File: src/rtl/rr_burst_arbiter_if.sv
// Stream bundle between the serializer channels, the round-robin burst
// arbiter and the downstream bridge. The arbiter uses the slave view; the
// channel/bridge side uses the master view.
interface rr_burst_arbiter_if #(
  parameter int BUS_WIDTH = 128,
  parameter int LEVELS    = 7
);
  localparam int ID_WIDTH = $clog2(LEVELS);

  logic [LEVELS-1:0]           in_valid;
  logic [LEVELS*BUS_WIDTH-1:0] in_stream;
  logic [LEVELS-1:0]           in_ready;
  logic                        out_valid;
  logic                        out_ready;
  logic [BUS_WIDTH-1:0]        out_stream;
  logic [ID_WIDTH-1:0]         out_id;
  logic                        out_last;

  modport slave (
    input  in_valid, in_stream, out_ready,
    output in_ready, out_valid, out_stream, out_id, out_last
  );

  modport master (
    output in_valid, in_stream, out_ready,
    input  in_ready, out_valid, out_stream, out_id, out_last
  );
endinterface

File: src/rtl/rr_burst_arbiter.sv
// Round-robin burst arbiter: one channel owns the output for up to MAX_BEATS
// beats, then priority rotates to the channel after it. Each beat carries the
// owning channel index so downstream address generation can route it.
module rr_burst_arbiter #(
  parameter int BUS_WIDTH = 128,
  parameter int LEVELS    = 7,
  parameter int MAX_BEATS = 8
) (
  input  logic               clk,
  input  logic               rst,
  rr_burst_arbiter_if.slave  bus
);
  localparam int ID_WIDTH = $clog2(LEVELS);
  localparam int CNT_W    = $clog2(MAX_BEATS + 1);

  typedef enum logic [0:0] {
    IDLE  = 1'b0,
    GRANT = 1'b1
  } state_t;

  state_t              state_r;
  logic [ID_WIDTH-1:0] grant_id_r;
  logic [ID_WIDTH-1:0] rr_ptr_r;
  logic [CNT_W-1:0]    beat_cnt_r;

  logic                found_s;
  logic [ID_WIDTH-1:0] pick_s;
  logic [ID_WIDTH-1:0] next_ptr_s;
  logic                last_beat_s;
  logic                out_valid_s;
  logic [LEVELS-1:0]   in_ready_s;

  // Channel index base+off, wrapped modulo LEVELS (LEVELS need not be a power of two).
  function automatic logic [ID_WIDTH-1:0] wrap_add(input logic [ID_WIDTH-1:0] base, input int off);
    int sum;
    sum = int'(base) + off;
    if (sum >= LEVELS) begin
      wrap_add = ID_WIDTH'(sum - LEVELS);
    end else begin
      wrap_add = ID_WIDTH'(sum);
    end
  endfunction

  // First requesting channel found searching upward from rr_ptr, wrapping at LEVELS-1.
  always_comb begin
    found_s = 1'b0;
    pick_s  = '0;
    for (int i = 0; i < LEVELS; i++) begin
      if (!found_s && bus.in_valid[wrap_add(rr_ptr_r, i)]) begin
        found_s = 1'b1;
        pick_s  = wrap_add(rr_ptr_r, i);
      end else begin
        found_s = found_s;
      end
    end
  end

  assign next_ptr_s  = wrap_add(grant_id_r, 1);
  assign last_beat_s = (beat_cnt_r == CNT_W'(MAX_BEATS - 1));

  // Output mux: only the granted channel is visible; everything is zero in IDLE.
  always_comb begin
    out_valid_s = 1'b0;
    in_ready_s  = '0;
    if (state_r == GRANT) begin
      out_valid_s            = bus.in_valid[grant_id_r];
      in_ready_s[grant_id_r] = bus.out_ready;
    end else begin
      out_valid_s = 1'b0;
      in_ready_s  = '0;
    end
  end

  assign bus.out_valid  = out_valid_s;
  assign bus.in_ready   = in_ready_s;
  assign bus.out_stream = (state_r == GRANT) ?
                          bus.in_stream[int'(grant_id_r)*BUS_WIDTH +: BUS_WIDTH] : '0;
  assign bus.out_id     = (state_r == GRANT) ? grant_id_r : '0;
  assign bus.out_last   = out_valid_s && last_beat_s;

  // Arbitration FSM: pick a channel in IDLE, count beats in GRANT, rotate on burst end or release.
  always_ff @(posedge clk or negedge rst) begin
    if (!rst) begin
      state_r    <= IDLE;
      grant_id_r <= '0;
      rr_ptr_r   <= '0;
      beat_cnt_r <= '0;
    end else begin
      case (state_r)
        IDLE: begin
          if (found_s) begin
            grant_id_r <= pick_s;
            beat_cnt_r <= '0;
            state_r    <= GRANT;
          end else begin
            state_r    <= IDLE;
          end
        end
        GRANT: begin
          if (!bus.in_valid[grant_id_r]) begin
            // Channel dropped its request: give up the rest of the burst.
            state_r    <= IDLE;
            rr_ptr_r   <= next_ptr_s;
            beat_cnt_r <= '0;
          end else if (bus.out_ready) begin
            if (last_beat_s) begin
              state_r    <= IDLE;
              rr_ptr_r   <= next_ptr_s;
              beat_cnt_r <= '0;
            end else begin
              beat_cnt_r <= beat_cnt_r + CNT_W'(1);
            end
          end else begin
            // Backpressure: hold grant and count until the beat is accepted.
            beat_cnt_r <= beat_cnt_r;
          end
        end
        default: begin
          state_r    <= IDLE;
          grant_id_r <= '0;
          rr_ptr_r   <= '0;
          beat_cnt_r <= '0;
        end
      endcase
    end
  end
endmodule

File: src/flat_wrapper.sv
// flat-port wrapper written by rule: the top's interface ports become plain ports
module rr_burst_arbiter_flat 
#(
  parameter int BUS_WIDTH = 128,
  parameter int LEVELS    = 7,
  parameter int MAX_BEATS = 8
)
  (clk, rst, bus_in_valid, bus_in_stream, bus_out_ready, bus_in_ready, bus_out_valid, bus_out_stream, bus_out_id, bus_out_last);
  rr_burst_arbiter_if #(.BUS_WIDTH(BUS_WIDTH), .LEVELS(LEVELS)) bus_i ();
  input  logic clk;
  input  logic rst;
  input wire logic [$bits(bus_i.in_valid)-1:0] bus_in_valid;
  input wire logic [$bits(bus_i.in_stream)-1:0] bus_in_stream;
  input wire logic [$bits(bus_i.out_ready)-1:0] bus_out_ready;
  output wire logic [$bits(bus_i.in_ready)-1:0] bus_in_ready;
  output wire logic [$bits(bus_i.out_valid)-1:0] bus_out_valid;
  output wire logic [$bits(bus_i.out_stream)-1:0] bus_out_stream;
  output wire logic [$bits(bus_i.out_id)-1:0] bus_out_id;
  output wire logic [$bits(bus_i.out_last)-1:0] bus_out_last;
  assign bus_i.in_valid = bus_in_valid;
  assign bus_i.in_stream = bus_in_stream;
  assign bus_i.out_ready = bus_out_ready;
  assign bus_in_ready = bus_i.in_ready;
  assign bus_out_valid = bus_i.out_valid;
  assign bus_out_stream = bus_i.out_stream;
  assign bus_out_id = bus_i.out_id;
  assign bus_out_last = bus_i.out_last;
  rr_burst_arbiter #(.BUS_WIDTH(BUS_WIDTH), .LEVELS(LEVELS), .MAX_BEATS(MAX_BEATS)) u_core (.clk(clk), .rst(rst), .bus(bus_i));
endmodule
File: config.mk
export PLATFORM = sky130hd
export DESIGN_NAME = rr_burst_arbiter_flat
export DESIGN_NICKNAME = d
export VERILOG_FILES = /design/src/rtl/rr_burst_arbiter_if.sv /design/src/rtl/rr_burst_arbiter.sv /design/src/flat_wrapper.sv
export SDC_FILE = /design/constraint.sdc
export NUM_CORES = 1
export LEC_CHECK = 0
export BUFFER_PORTS_ARGS = -buffer_cell sky130_fd_sc_hd__buf_2
export CORE_AREA = 4 4 405 407
export CTS_BUF_LIST = sky130_fd_sc_hd__clkbuf_16
export DETAILED_ROUTE_END_ITERATION = 8
export DIE_AREA = 0 0 409 411
export PLACE_DENSITY_LB_ADDON = 0.1
export SLEW_MARGIN = 10
export SYNTH_ARGS = -nofsm -noshare
export SYNTH_HDL_FRONTEND = slang
export SYNTH_SLANG_ARGS = --single-unit
File: constraint.sdc
create_clock -name clk -period 3.4 [get_ports clk]
set_input_delay 1.02 -clock clk [delete_from_list [all_inputs] [get_ports clk]]
set_output_delay 1.02 -clock clk [all_outputs]
set_load 0.005 [all_outputs]
* After elaboration in Yosys (flattened, before gate mapping) *
Index checks and enable logic that the tools add are counted.

storage, ports and cells
  logic and storage cells = 119
  register bits after elaboration = 11
  output and inout bits = 140

cells by class
  mux-type cells = 57
  bitwise gates (word level) = 2
  reduce and logical (&&, ||, !) cells = 17
  $add $sub $neg = 16
  shift operators = 1
  equality and inequality tests = 5
  $lt $le $gt $ge = 17

operators with widths
  operator             number
  $shiftx 896x11->128  1
  $mux 128             1
  $mux 3               19
  $lt 3x4->1 const B   8
  $ge 4x3->1 const B   7
  $bmux 1 s3           8
  $mux 1               21
  $sub 3x1->3 const B  7
  $mux 4               4
  $add 3x3->4 const B  3
  $add 3x1->4 const B  2
  $add 3x2->4 const B  2
  $logic_and 1x1->1    8
  $pmux 4 s2           1
  $and 7x7->7          1
  $mux 7               1
  $logic_not 1->1      6
  $add 4x1->4 const B  1
  $eq 4x3->1 const B   1
  $ne 2x1->1 const B   2
  $reduce_and 2->1     2
  $demux 1 s3          1
  $ge 3x1->1 const B   1
  $ge 3x3->1 const B   1
  other kinds (6)      6

* Logic depth before layout (Yosys ltp) *
Gate-level depths: netlist of the first run.

  word-level depth = 25
  depth in mapped cells = 14
  gate-level depth less buffers = 12

* Worst setup path before layout of the first run *
OpenSTA, ideal clock, no wires.

  path type = reg2reg
  start = reg u_core.rr_ptr_r[1]
  end = reg u_core.state_r
  data required time = 3.281 ns
  stages on the path, launching flop included = 14
  arrival = 3.420 ns
  setup time = 0.119 ns
  path slack = -0.139 ns
  clock period less this slack = 3.539 ns
  path buffers = 2
  path through = dfrtp_1 -> clkbuf_1 -> inv_1 -> ha_1 -> inv_1 -> fa_1 -> clkbuf_1 -> and4_1 -> o41ai_1 -> and3_1 -> nand4_1 -> nor3_1 -> nand3_1 -> and2_1

between the ends
  cells in the longest elaborated chain, start to end = 25

RTL lines
  item                                                                  line                     source
  from (decl)                                                           rr_burst_arbiter.sv:23   logic [ID_WIDTH-1:0] rr_ptr_r;
  from (signal assigned)                                                rr_burst_arbiter.sv:103  rr_ptr_r <= next_ptr_s;
  from (signal assigned)                                                rr_burst_arbiter.sv:108  rr_ptr_r <= next_ptr_s;
  parallel branches: the longest is 22 deep, another holds $add 3x1->4  n/a
  $mux 1 (*)                                                            rr_burst_arbiter.sv:49   if (!found_s && bus.in_valid[wrap_add(rr_ptr_r, i)]) begin
  $mux 1 (*)                                                            rr_burst_arbiter.sv:91   if (found_s) begin
  $pmux 1 s2 (*)                                                        rr_burst_arbiter.sv:89   case (state_r)
  to (signal assigned)                                                  rr_burst_arbiter.sv:94   state_r <= GRANT;
  to (signal assigned)                                                  rr_burst_arbiter.sv:96   state_r <= IDLE;
  to (signal assigned)                                                  rr_burst_arbiter.sv:102  state_r <= IDLE;
  to (decl)                                                             rr_burst_arbiter.sv:21   state_t state_r;

Mark *: on every way between the ends. The select of a mux whose other input is x is not followed.
A chain may end at the register's enable or synchronous reset.

* Worst setup path after layout of the first run *
  start = reg u_core.grant_id_r[2]
  end = out bus_out_stream[12]

between the ends
  cells in the longest elaborated chain, start to end = 2

RTL lines
  item                    line                    source
  from (decl)             rr_burst_arbiter.sv:22  logic [ID_WIDTH-1:0] grant_id_r;
  from (signal assigned)  rr_burst_arbiter.sv:92  grant_id_r <= pick_s;
  $shiftx 896x11->128     rr_burst_arbiter.sv:77  bus.in_stream[int'(grant_id_r)*BUS_WIDTH +: BUS_WIDTH] : '0;
  $mux 128                rr_burst_arbiter.sv:76  assign bus.out_stream = (state_r == GRANT) ?
  to (decl)               flat_wrapper.sv:17      output wire logic [$bits(bus_i.out_stream)-1:0] bus_out_stream;

No other way between the ends.

==> results of run 1 <==
final cells by class:
class                   count  area [um^2]  area share (%)
repair buffers           1271         7550            38.5
inverters                  17         68.8           0.351
clock inverters             1         3.75          0.0191
diodes                     15         37.5           0.191
well taps                2160         2700            13.8
clock buffers               3         75.1           0.383
flip-flops and latches     11          288            1.47
multi-input cells        1039         8900            45.3
layout by cell type, fill, tap and decap left out, types with 5 or more instances in the layout:
| cell type | count |
|---|---|
| a21oi_2 | 8 |
| nand2b_1 | 7 |
| clkbuf_16 | 7 |
| buf_16 | 5 |
| buf_12 | 27 |
| mux2i_1 | 137 |
| or3b_2 | 5 |
| o21ai_0 | 15 |
| a211oi_1 | 108 |
| nor3_1 | 7 |
| nor2_1 | 280 |
| nor2b_1 | 8 |
| inv_1 | 15 |
| buf_4 | 179 |
| nand2_1 | 20 |
| a31oi_1 | 6 |
| buf_6 | 5 |
| a211oi_2 | 24 |
| a21o_1 | 7 |
| buf_2 | 1045 |
| a21oi_1 | 140 |
| ha_1 | 14 |
| mux4_2 | 132 |
| dfrtp_1 | 7 |
| diode_2 | 15 |
| xnor2_1 | 7 |
| nand3_1 | 16 |
| nand3b_1 | 5 |
registers in the layout (all words and copies together), names as in the netlist:
register and flops:
u_core.state_r 1, u_core.rr_ptr_r 3, u_core.beat_cnt_r 4, u_core.grant_id_r 3
timing repair:
item	CTS	global route
buffers inserted	10	11
pin swaps	2	4
resized for setup	39	36
endpoints found under the setup margin	26	63
gates cloned	3	4
final timing paths:
path,startpoint,endpoint,depth (start not counted)
min reg2reg,u_core.beat_cnt_r[0],u_core.beat_cnt_r[0],1
max,u_core.grant_id_r[2],bus_out_stream[12],8
max in group asynchronous,rst,u_core.grant_id_r[2],1
max reg2reg,u_core.rr_ptr_r[1],u_core.grant_id_r[2],11
min in group asynchronous,rst,u_core.beat_cnt_r[1],1
min,u_core.beat_cnt_r[0],u_core.beat_cnt_r[0],1
per-layer routing:
metal | wire (um) | share of wire [%] | track usage (%)
met1 | 47900 | 42 | 15.6
met2 | 56700 | 50 | 22.8
met3 | 7450 | 6.5 | 3.15
met4 | 1470 | 1.3 | 0.975
met5 | 362 | 0.32 | 0
synth_stat cells (all sizes together) (9+ instances only):
master	number	area (um^2)
nor2	282	1060
a21oi	148	741
mux2i	140	1400
a211oi	133	998
mux4	132	2970
clkbuf	95	357
buf	44	170
nand2	21	78.8
o21ai	20	100
inv	17	63.8
ha	16	200
nand3	16	80.1
dfrtp	11	275
nor2b	9	56.3
critical path: cells and delay by family (launching register included):
kind                   cells  cell delay, ns
AO/OA/AOI/OAI              2            0.42
buffers and inverters      5            0.80
flip-flops                 1            0.59
AND/OR/NAND/NOR            1            0.18
where the power goes:
part / switching (mW) / internal (mW) / leakage, nW / total (mW)
registers: 0.126 / 0.196 / 0.131 / 0.322
logic: 9.28 / 7.73 / 8.91 / 17.0
clock network: 0.0668 / 0.155 / 0.0424 / 0.222
stage by stage:
step / cell area [um^2] / hold WS [ns] / util [%] / power, mW / cells
3_3_place_gp: 18800 / 0.526 / 11.7 / 16.9 / 4470
5_1_grt: 19600 / 0.553 / 12.2 / 19.0 / 4507
2_1_floorplan: 9510 / 0.465 / - / 8.21 / 1206
6_report: 19600 / 0.524 / 12.2 / 17.6 / 4517
4_1_cts: 19200 / 0.529 / 12.0 / 17.5 / 4487
3_5_place_dp: 18800 / 0.517 / 11.7 / 16.6 / 4470
cell families after synthesis:
kind of cell / share of synthesized area (%)
AO/OA/AOI/OAI: 24.1
XOR/XNOR: 1.01
adder cells (fa/ha/maj): 2.32
buffers and inverters: 6.21
flip-flops: 2.90
multiplexers: 46.1
AND/OR/NAND/NOR: 17.4
==> reports/metrics.yaml, run 1 <==
finalSetupTns_ns: 0
nets: 3266
synth_seq_area_share_pct: 2.90
io_pins: 1046
grtUsageTotal_pct: 12.6
num_vias: 15200
ctsRootBufferMaster: "clkbuf_16"
gp_congestion: 0.820
rsz0062_at_grt: "true"
worst_slew_pin_slew_ns: 0.788
core_area_mm2: 0.160
finalCriticalPeriod_ns: 3.31
die_h_um: 411
cts_tree: "done"
cts_buffers: 3
drive_gt1_share_pct: 62.9
crit_path_top_delay_cell: "dfrtp_4"
synth_edf_count: 0
slew_violations: 0
final.setup.worst_slack_ns: 0.0894
clk_latency_ns: 0.24
drtPass1Iterations: 5
synthArstFlopShare_pct: 100
synth-main-ff-cell: "dfrtp_1"
finalCritPeriodShare_pct: 97.4
power_density_mw_per_mm2: 894
grt_max_degree: 92
grt_pass1_vias: 16400
finalHoldViolations: 0
crit_arrival_ns: 2.29
slowest_delay_ns: 0.59
grt_remaining_overflow: 0
wl_per_cell_um: 25.2
yosysWarnings: 0
io_buffers: 1045
critical_path_peak_fanout: 13
grt_pass1_wl_um: 147000
synth-seq-cells: 11
fillCellCount: 18900
start_util_pct: 5.93
drt-total-wl_um: 114000
ant_nets: 0
p_leak_nw: 9.08
std_cell_rows: 147
outcome: "completed"
pre_cts_ws_ns: -0.324
min_path_type: "register to register"
synth_cells: 1206
crit_type: "register to output pin"
clk_transition_reported_paths_ns: 0.05
first_iter_violations: 655
die_area_mm2: 0.168
syn2layout_area_growth_pct: 106
cts_buffer_depth: 2
yosys.cell_types.count: 65
rrSetupSlack_ns: 0.13
netlist_area_mm2: 0.00951
antenna_found_initial: 102
max_slew_margin_pct: 47.4
cp-start-kind: "register"
crit_path_end_kind: "output pin"
finalSetupViolCount: 0
fp.dieW_um: 409
hold_buffers: 0
synth.avg_cell_area_um2: 7.88
fmax_mhz: 302
hpwlAfterDp_um: 99500
drc: 0
clock-sinks: 11
irDropWorstVdd_uv: 285
maxCapViolCount: 0
synth_nets: 2129
skew_ns: 0.000552
path_cells: "nor2b_4 > buf_12 > buf_12 > a21oi_1 > buf_4 > a211oi_1 > buf_4 > buf_2"
htree_levels: 1
detail_route.vias_per_cell: 3.35
cp.required_ns: 2.38
Note: power is estimated with default switching activity, not from simulation.
==> run 2, diff against run 1 <==
--- a/config.mk
+++ b/config.mk
@@ -10,7 +10,9 @@
 export CTS_BUF_LIST = sky130_fd_sc_hd__clkbuf_16
 export DETAILED_ROUTE_END_ITERATION = 8
 export DIE_AREA = 0 0 409 411
+export MAX_ROUTING_LAYER = met4
 export PLACE_DENSITY_LB_ADDON = 0.1
+export REMOVE_ABC_BUFFERS = 1
 export SLEW_MARGIN = 10
 export SYNTH_ARGS = -nofsm -noshare
 export SYNTH_HDL_FRONTEND = slang
==> run 2 against run 1 <==
Compared with the run above:
- core utilization increased by 0.54 points
- critical endpoint is now bus_out_stream[34]
- first-iteration DRC count rose by 46%
- cell count up 1.4%
- total power rose by 8.7%
- clock skew grew 0.0035 ns
- fmax down 3.4%
- clock power grew 3%
- the flow now finishes with violations (setup timing)
- hold slack got worse by 0.0047 ns
- critical path depth decreased by 2
- non-clock buffer count grew 27
- register-to-register slack barely moved
- sequential power about the same
==> reports/metrics.yaml, run 2 (same netlist as run 1, synthesis figures left out) <==
fin_util_pct: 12.8
syn2layout_area_growth_pct: 116
cts_buffers: 3
ctsRootBufferMaster: "clkbuf_16"
core_area_mm2: 0.160
irDropWorstVdd_uv: 257
path_cells: "buf_12 > buf_12 > mux4_2 > nor2_1 > a211oi_2 > buf_2"
cts_tree: "done"
cp-start-kind: "register"
detail_route.vias_per_cell: 3.38
num_vias: 15500
grt_remaining_overflow: 0
antenna_found_initial: 113
dp_cells: 4461
drc: 0
stdcell_area_mm2: 0.0205
finalCriticalPeriod_ns: 3.43
hold_buffers: 0
clk_transition_reported_paths_ns: 0.05
p_leak_nw: 9.39
slew_violations: 0
slowest_delay_ns: 0.63
die_area_mm2: 0.168
largest_reg_flops: 4
regMostFlops: "u_core.beat_cnt_r"
critPathTopFamily: "compound AO/OA/AOI/OAI gates"
crit_path_top_delay_cell: "a211oi_2"
post_dp_cell_area_mm2: 0.0187
hpwlAfterDp_um: 104000
die_h_um: 411
crit_path_end_kind: "output pin"
drt-total-wl_um: 121000
std_cell_rows: 147
fp.dieW_um: 409
stdcell_count: 4581
maxCapViolCount: 0
crit_buf_inv: 3
min_path_type: "register to register"
drive_gt1_share_pct: 65.0
finalSetupViolCount: 1
grtUsageTotal_pct: 13.7
cp.required_ns: 2.38
outcome: "finished with violations"
fmax_mhz: 292
power_density_mw_per_mm2: 931
critical_path_peak_fanout: 7
htree_levels: 1
max_slew_margin_pct: 52.4
grt_pass1_wl_um: 152000
rsz0062_at_grt: "true"
fillCellCount: 18800
first_iter_violations: 959
nets: 3293
pre_cts_ws_ns: -0.428
final_common_cell: "buf_2"
clock-sinks: 11
start_util_pct: 5.93
worst_slew_pin_slew_ns: 0.713
clk_latency_ns: 0.25
most-common-layout-cells: "buf_2 (1034), nor2_1 (259), buf_4 (185), a21oi_1 (145), mux2i_1 (140)"
grt_max_degree: 67
drtPass1Iterations: 5
cts_buffer_depth: 2
final.setup.worst_slack_ns: -0.0262
largestRegisters: "u_core.beat_cnt_r (4), u_core.grant_id_r (3), u_core.rr_ptr_r (3)"
cpMostUsedCell: "buf_12"
fin_hold_ws_ns: 0.519
gp_congestion: 0.900
finalHoldViolations: 0
skew_ns: 0.00407
crit_type: "register to output pin"
io_pins: 1046
crit_arrival_ns: 2.41
violations: "setup timing"
wl_per_cell_um: 26.5
grt_pass1_vias: 15800
ant_nets: 0
finalCritPeriodShare_pct: 101
io_buffers: 1045
## run 2: changes by cell type in the layout (fill, tap and decap cells not counted), moves of 5 or more
cell / before / now
diode_2: 15 / 52
a211oi_2: 24 / 36
nor2_1: 280 / 259
buf_16: 5 / 10
nor2_2: 2 / 22
buf_2: 1045 / 1034
buf_6: 5 / 12
buf_8: 3 / 8
buf_12: 27 / 33
a21oi_1: 140 / 145
a211oi_1: 108 / 90
a21oi_2: 8 / 3
a211oi_4: 1 / 7
buf_4: 179 / 185
## run 2: power by group
group	internal [mW]	switching [mW]	total, mW	leakage [nW]
registers	0.195	0.130	0.325	0.131
logic	8.55	9.97	18.5	9.22
clock network	0.156	0.0721	0.228	0.0426
## run 2: worst paths after layout
| path | cells after the start | from | slack (ns) | to |
|---|---|---|---|---|
| worst max-delay path | 6 | u_core.grant_id_r[1] | -0.03 | bus_out_stream[34] |
| worst min-delay path | 1 | u_core.beat_cnt_r[3] | 0.52 | u_core.beat_cnt_r[3] |
| worst max register to register | 11 | u_core.rr_ptr_r[0] | 0.13 | u_core.grant_id_r[2] |
| worst min register to register | 1 | u_core.beat_cnt_r[3] | 0.52 | u_core.beat_cnt_r[3] |
| max in group asynchronous | 1 | rst | 2.44 | u_core.grant_id_r[1] |
| min in group asynchronous | 1 | rst | 0.68 | u_core.rr_ptr_r[1] |
## run 2: through the flow
stage	TNS, ns	power (mW)
6_report	-0.0262	19.1
5_1_grt	-0.702	20.6
4_1_cts	-0.195	18.4
3_5_place_dp	-3.10	16.7
3_3_place_gp	-2.81	17.0
2_1_floorplan	-1911.79	6.91
## run 2: layer usage
metal / part of all wire [%] / vias up / track usage [%]
met5: 0 / - / -
met4: 2.1 / 0 / 2.71
met3: 7.0 / 149 / 3.58
met2: 49 / 714 / 22.7
met1: 42 / 7529 / 16.7
li1: - / 7072 / -
## run 2: layout make-up
type | count | area (um^2) | share of cell area, %
sequential | 11 | 288 | 1.40
antenna | 52 | 130 | 0.635
clock inverter | 1 | 3.75 | 0.0183
multi-input combinational | 1039 | 9110 | 44.4
clock buffer | 3 | 75.1 | 0.366
inverter | 17 | 68.8 | 0.336
tap | 2160 | 2700 | 13.2
timing repair buffer | 1298 | 8120 | 39.6
## run 2: timing repair
| action | 4_1_cts | 5_1_grt |
|---|---|---|
| buffers inserted | 25 | 27 |
| setup endpoints to repair | 80 | 62 |
| resized for setup | 100 | 81 |
| gates cloned | 6 | 8 |
| pin swaps | 9 | 16 |
==> run 3, diff against run 2 <==
--- a/config.mk
+++ b/config.mk
@@ -7,7 +7,6 @@
 export LEC_CHECK = 0
 export BUFFER_PORTS_ARGS = -buffer_cell sky130_fd_sc_hd__buf_2
 export CORE_AREA = 4 4 405 407
-export CTS_BUF_LIST = sky130_fd_sc_hd__clkbuf_16
 export DETAILED_ROUTE_END_ITERATION = 8
 export DIE_AREA = 0 0 409 411
 export MAX_ROUTING_LAYER = met4
==> constraint.sdc (replaced) <==
create_clock -name clk -period 3.4 [get_ports clk]
set_input_delay 0.85 -clock clk [delete_from_list [all_inputs] [get_ports clk]]
set_output_delay 0.85 -clock clk [all_outputs]
set_load 0.005 [all_outputs]
==> run 3 against run 2 <==
Compared with the run above:
- the run now ends clean
- cell count decreased by 1.9%
- sequential share of layout area grew 0.12 points
- count of clock-buffer cells in the layout rose by 1
- routed wire length is 4.8% lower
- clock power barely moved
- core utilization down 1.0 points
==> reports/metrics.yaml, run 3 (same netlist as run 1, synthesis figures left out) <==
finalCriticalPeriod_ns: 3.32
maxCapViolCount: 0
io_pins: 1046
most-common-layout-cells: "buf_2 (1043), nor2_1 (282), a21oi_1 (148), buf_4 (144), mux2i_1 (140)"
detail_route.vias_per_cell: 3.36
drt-total-wl_um: 115000
grt_remaining_overflow: 0
htree_levels: 1
fp.dieW_um: 409
outcome: "completed"
antenna_found_initial: 132
crit_buf_inv: 3
rrSetupSlack_ns: 0.14
stdcell_count: 4493
hpwlAfterDp_um: 104000
fin_util_pct: 11.7
ctsRootBufferMaster: "clkbuf_16"
min_path_type: "primary input to asynchronous set/reset pin"
crit_type: "register to output pin"
critical_path_peak_fanout: 31
first_iter_violations: 961
drive_gt1_share_pct: 61.0
r2r_cells: 12
max_slew_margin_pct: 50.4
cp.required_ns: 2.55
rsz0062_at_grt: "false"
p_leak_nw: 8.64
dp_cells: 4431
path_cells: "buf_4 > buf_12 > mux4_2 > nor2_1 > a211oi_1 > buf_2"
cts_tree: "done"
fmax_mhz: 301
crit_path_end_kind: "output pin"
slowest_delay_ns: 0.63
clock-sinks: 11
die_area_mm2: 0.168
start_util_pct: 5.93
syn2layout_area_growth_pct: 98.0
reg2reg_to: "u_core.grant_id_r[0]"
power_density_mw_per_mm2: 881
cts_buffers: 3
std_cell_rows: 147
wl_per_cell_um: 25.7
p_total_mw: 16.6
die_h_um: 411
crit_path_top_delay_cell: "a211oi_1"
critPathTopFamily: "compound AO/OA/AOI/OAI gates"
clk_transition_reported_paths_ns: 0.05
finalSetupViolCount: 0
io_buffers: 1045
clk_latency_ns: 0.24
grt_pass1_vias: 15700
grt_pass1_wl_um: 148000
nets: 3206
skew_ns: 0.00668
regMostFlops: "u_core.beat_cnt_r"
irDropWorstVdd_uv: 263
slew_violations: 0
grt_max_degree: 46
finalCritPeriodShare_pct: 97.7
cp-start-kind: "register"
largestRegisters: "u_core.beat_cnt_r (4), u_core.grant_id_r (3), u_core.rr_ptr_r (3)"
cts_buffer_depth: 2
worst_slew_pin_slew_ns: 0.740
r2r_start: "u_core.rr_ptr_r[0]"
drc: 0
crit_arrival_ns: 2.47
core_area_mm2: 0.160
drtPass1Iterations: 5
gp_congestion: 0.868
final_common_cell: "buf_2"
hold_buffers: 0
ant_nets: 0
largest_reg_flops: 4
num_vias: 15100
finalHoldViolations: 0
grtUsageTotal_pct: 13.2
## run 3: cell type report
| class | instances | area [um^2] |
|---|---|---|
| Inverter | 17 | 68.8 |
| Multi-Input combinational cell | 1039 | 8810 |
| Sequential cell | 11 | 288 |
| Clock buffer | 4 | 78.8 |
| Fill cell | 18900 | 141000 |
| Antenna cell | 51 | 128 |
| Timing Repair Buffer | 1211 | 6750 |
| Tap cell | 2160 | 2700 |
## run 3: worst max path at each step
stage | startpoint | end | slack (ns) | cells after the start
global placement | u_core.rr_ptr_r[0] | u_core.grant_id_r[0] | -0.07 | 12
CTS | u_core.rr_ptr_r[0] | u_core.grant_id_r[2] | 0.009 | 11
global route | u_core.rr_ptr_r[0] | u_core.grant_id_r[0] | 0.01 | 12
floorplan | u_core.grant_id_r[2] | bus_out_valid | -13.47 | 5
finish | u_core.grant_id_r[1] | bus_out_stream[111] | 0.08 | 6
detailed placement | u_core.rr_ptr_r[0] | u_core.state_r | -0.06 | 11
## run 3: power by group
part / leakage [nW] / switching (mW) / internal [mW]
sequential: 0.131 / 0.187 / 0.195
combinational: 8.47 / 9.01 / 6.96
clock: 0.0385 / 0.0663 / 0.158
total: 8.64 / 9.26 / 7.32
## run 3: metrics by stage
step / instance area (um^2) / hold slack, ns / setup slack (ns) / setup TNS, ns
finish: 18800 / 0.491 / 0.0788 / 0
global route: 18800 / 0.515 / 0.0110 / 0
CTS: 18500 / 0.505 / 0.00858 / 0
detailed placement: 18400 / 0.529 / -0.0598 / -0.220
global placement: 18400 / 0.534 / -0.0699 / -0.166
floorplan: 8980 / 0.465 / -13.47 / -1887.99
## run 3: metal layers
layer | vias up | GRT usage, % | routed length [um]
met5 | - | - | 0
met4 | 0 | 0.716 | 1570
met1 | 7353 | 16.7 | 49600
li1 | 6892 | - | -
met2 | 732 | 22.5 | 56100
met3 | 136 | 3.02 | 8160
## run 3: what timing repair did
item	4_1_cts	5_1_grt
endpoints found under the setup margin	11	22
setup buffers	0	7
pin swaps	0	8
hold endpoints to repair	0	0
resized for setup	7	27
## run 3: worst register-to-register path, cell delays in order (launching register included)
cell      delay (ns)
dfrtp_2         0.44
buf_4           0.15
ha_1            0.21
inv_1           0.08
fa_2            0.51
nand2b_4        0.11
o31ai_1         0.08
o41ai_2         0.38
and3_1          0.24
nand4_1         0.20
buf_6           0.20
o41ai_1         0.41
o21ai_1         0.14
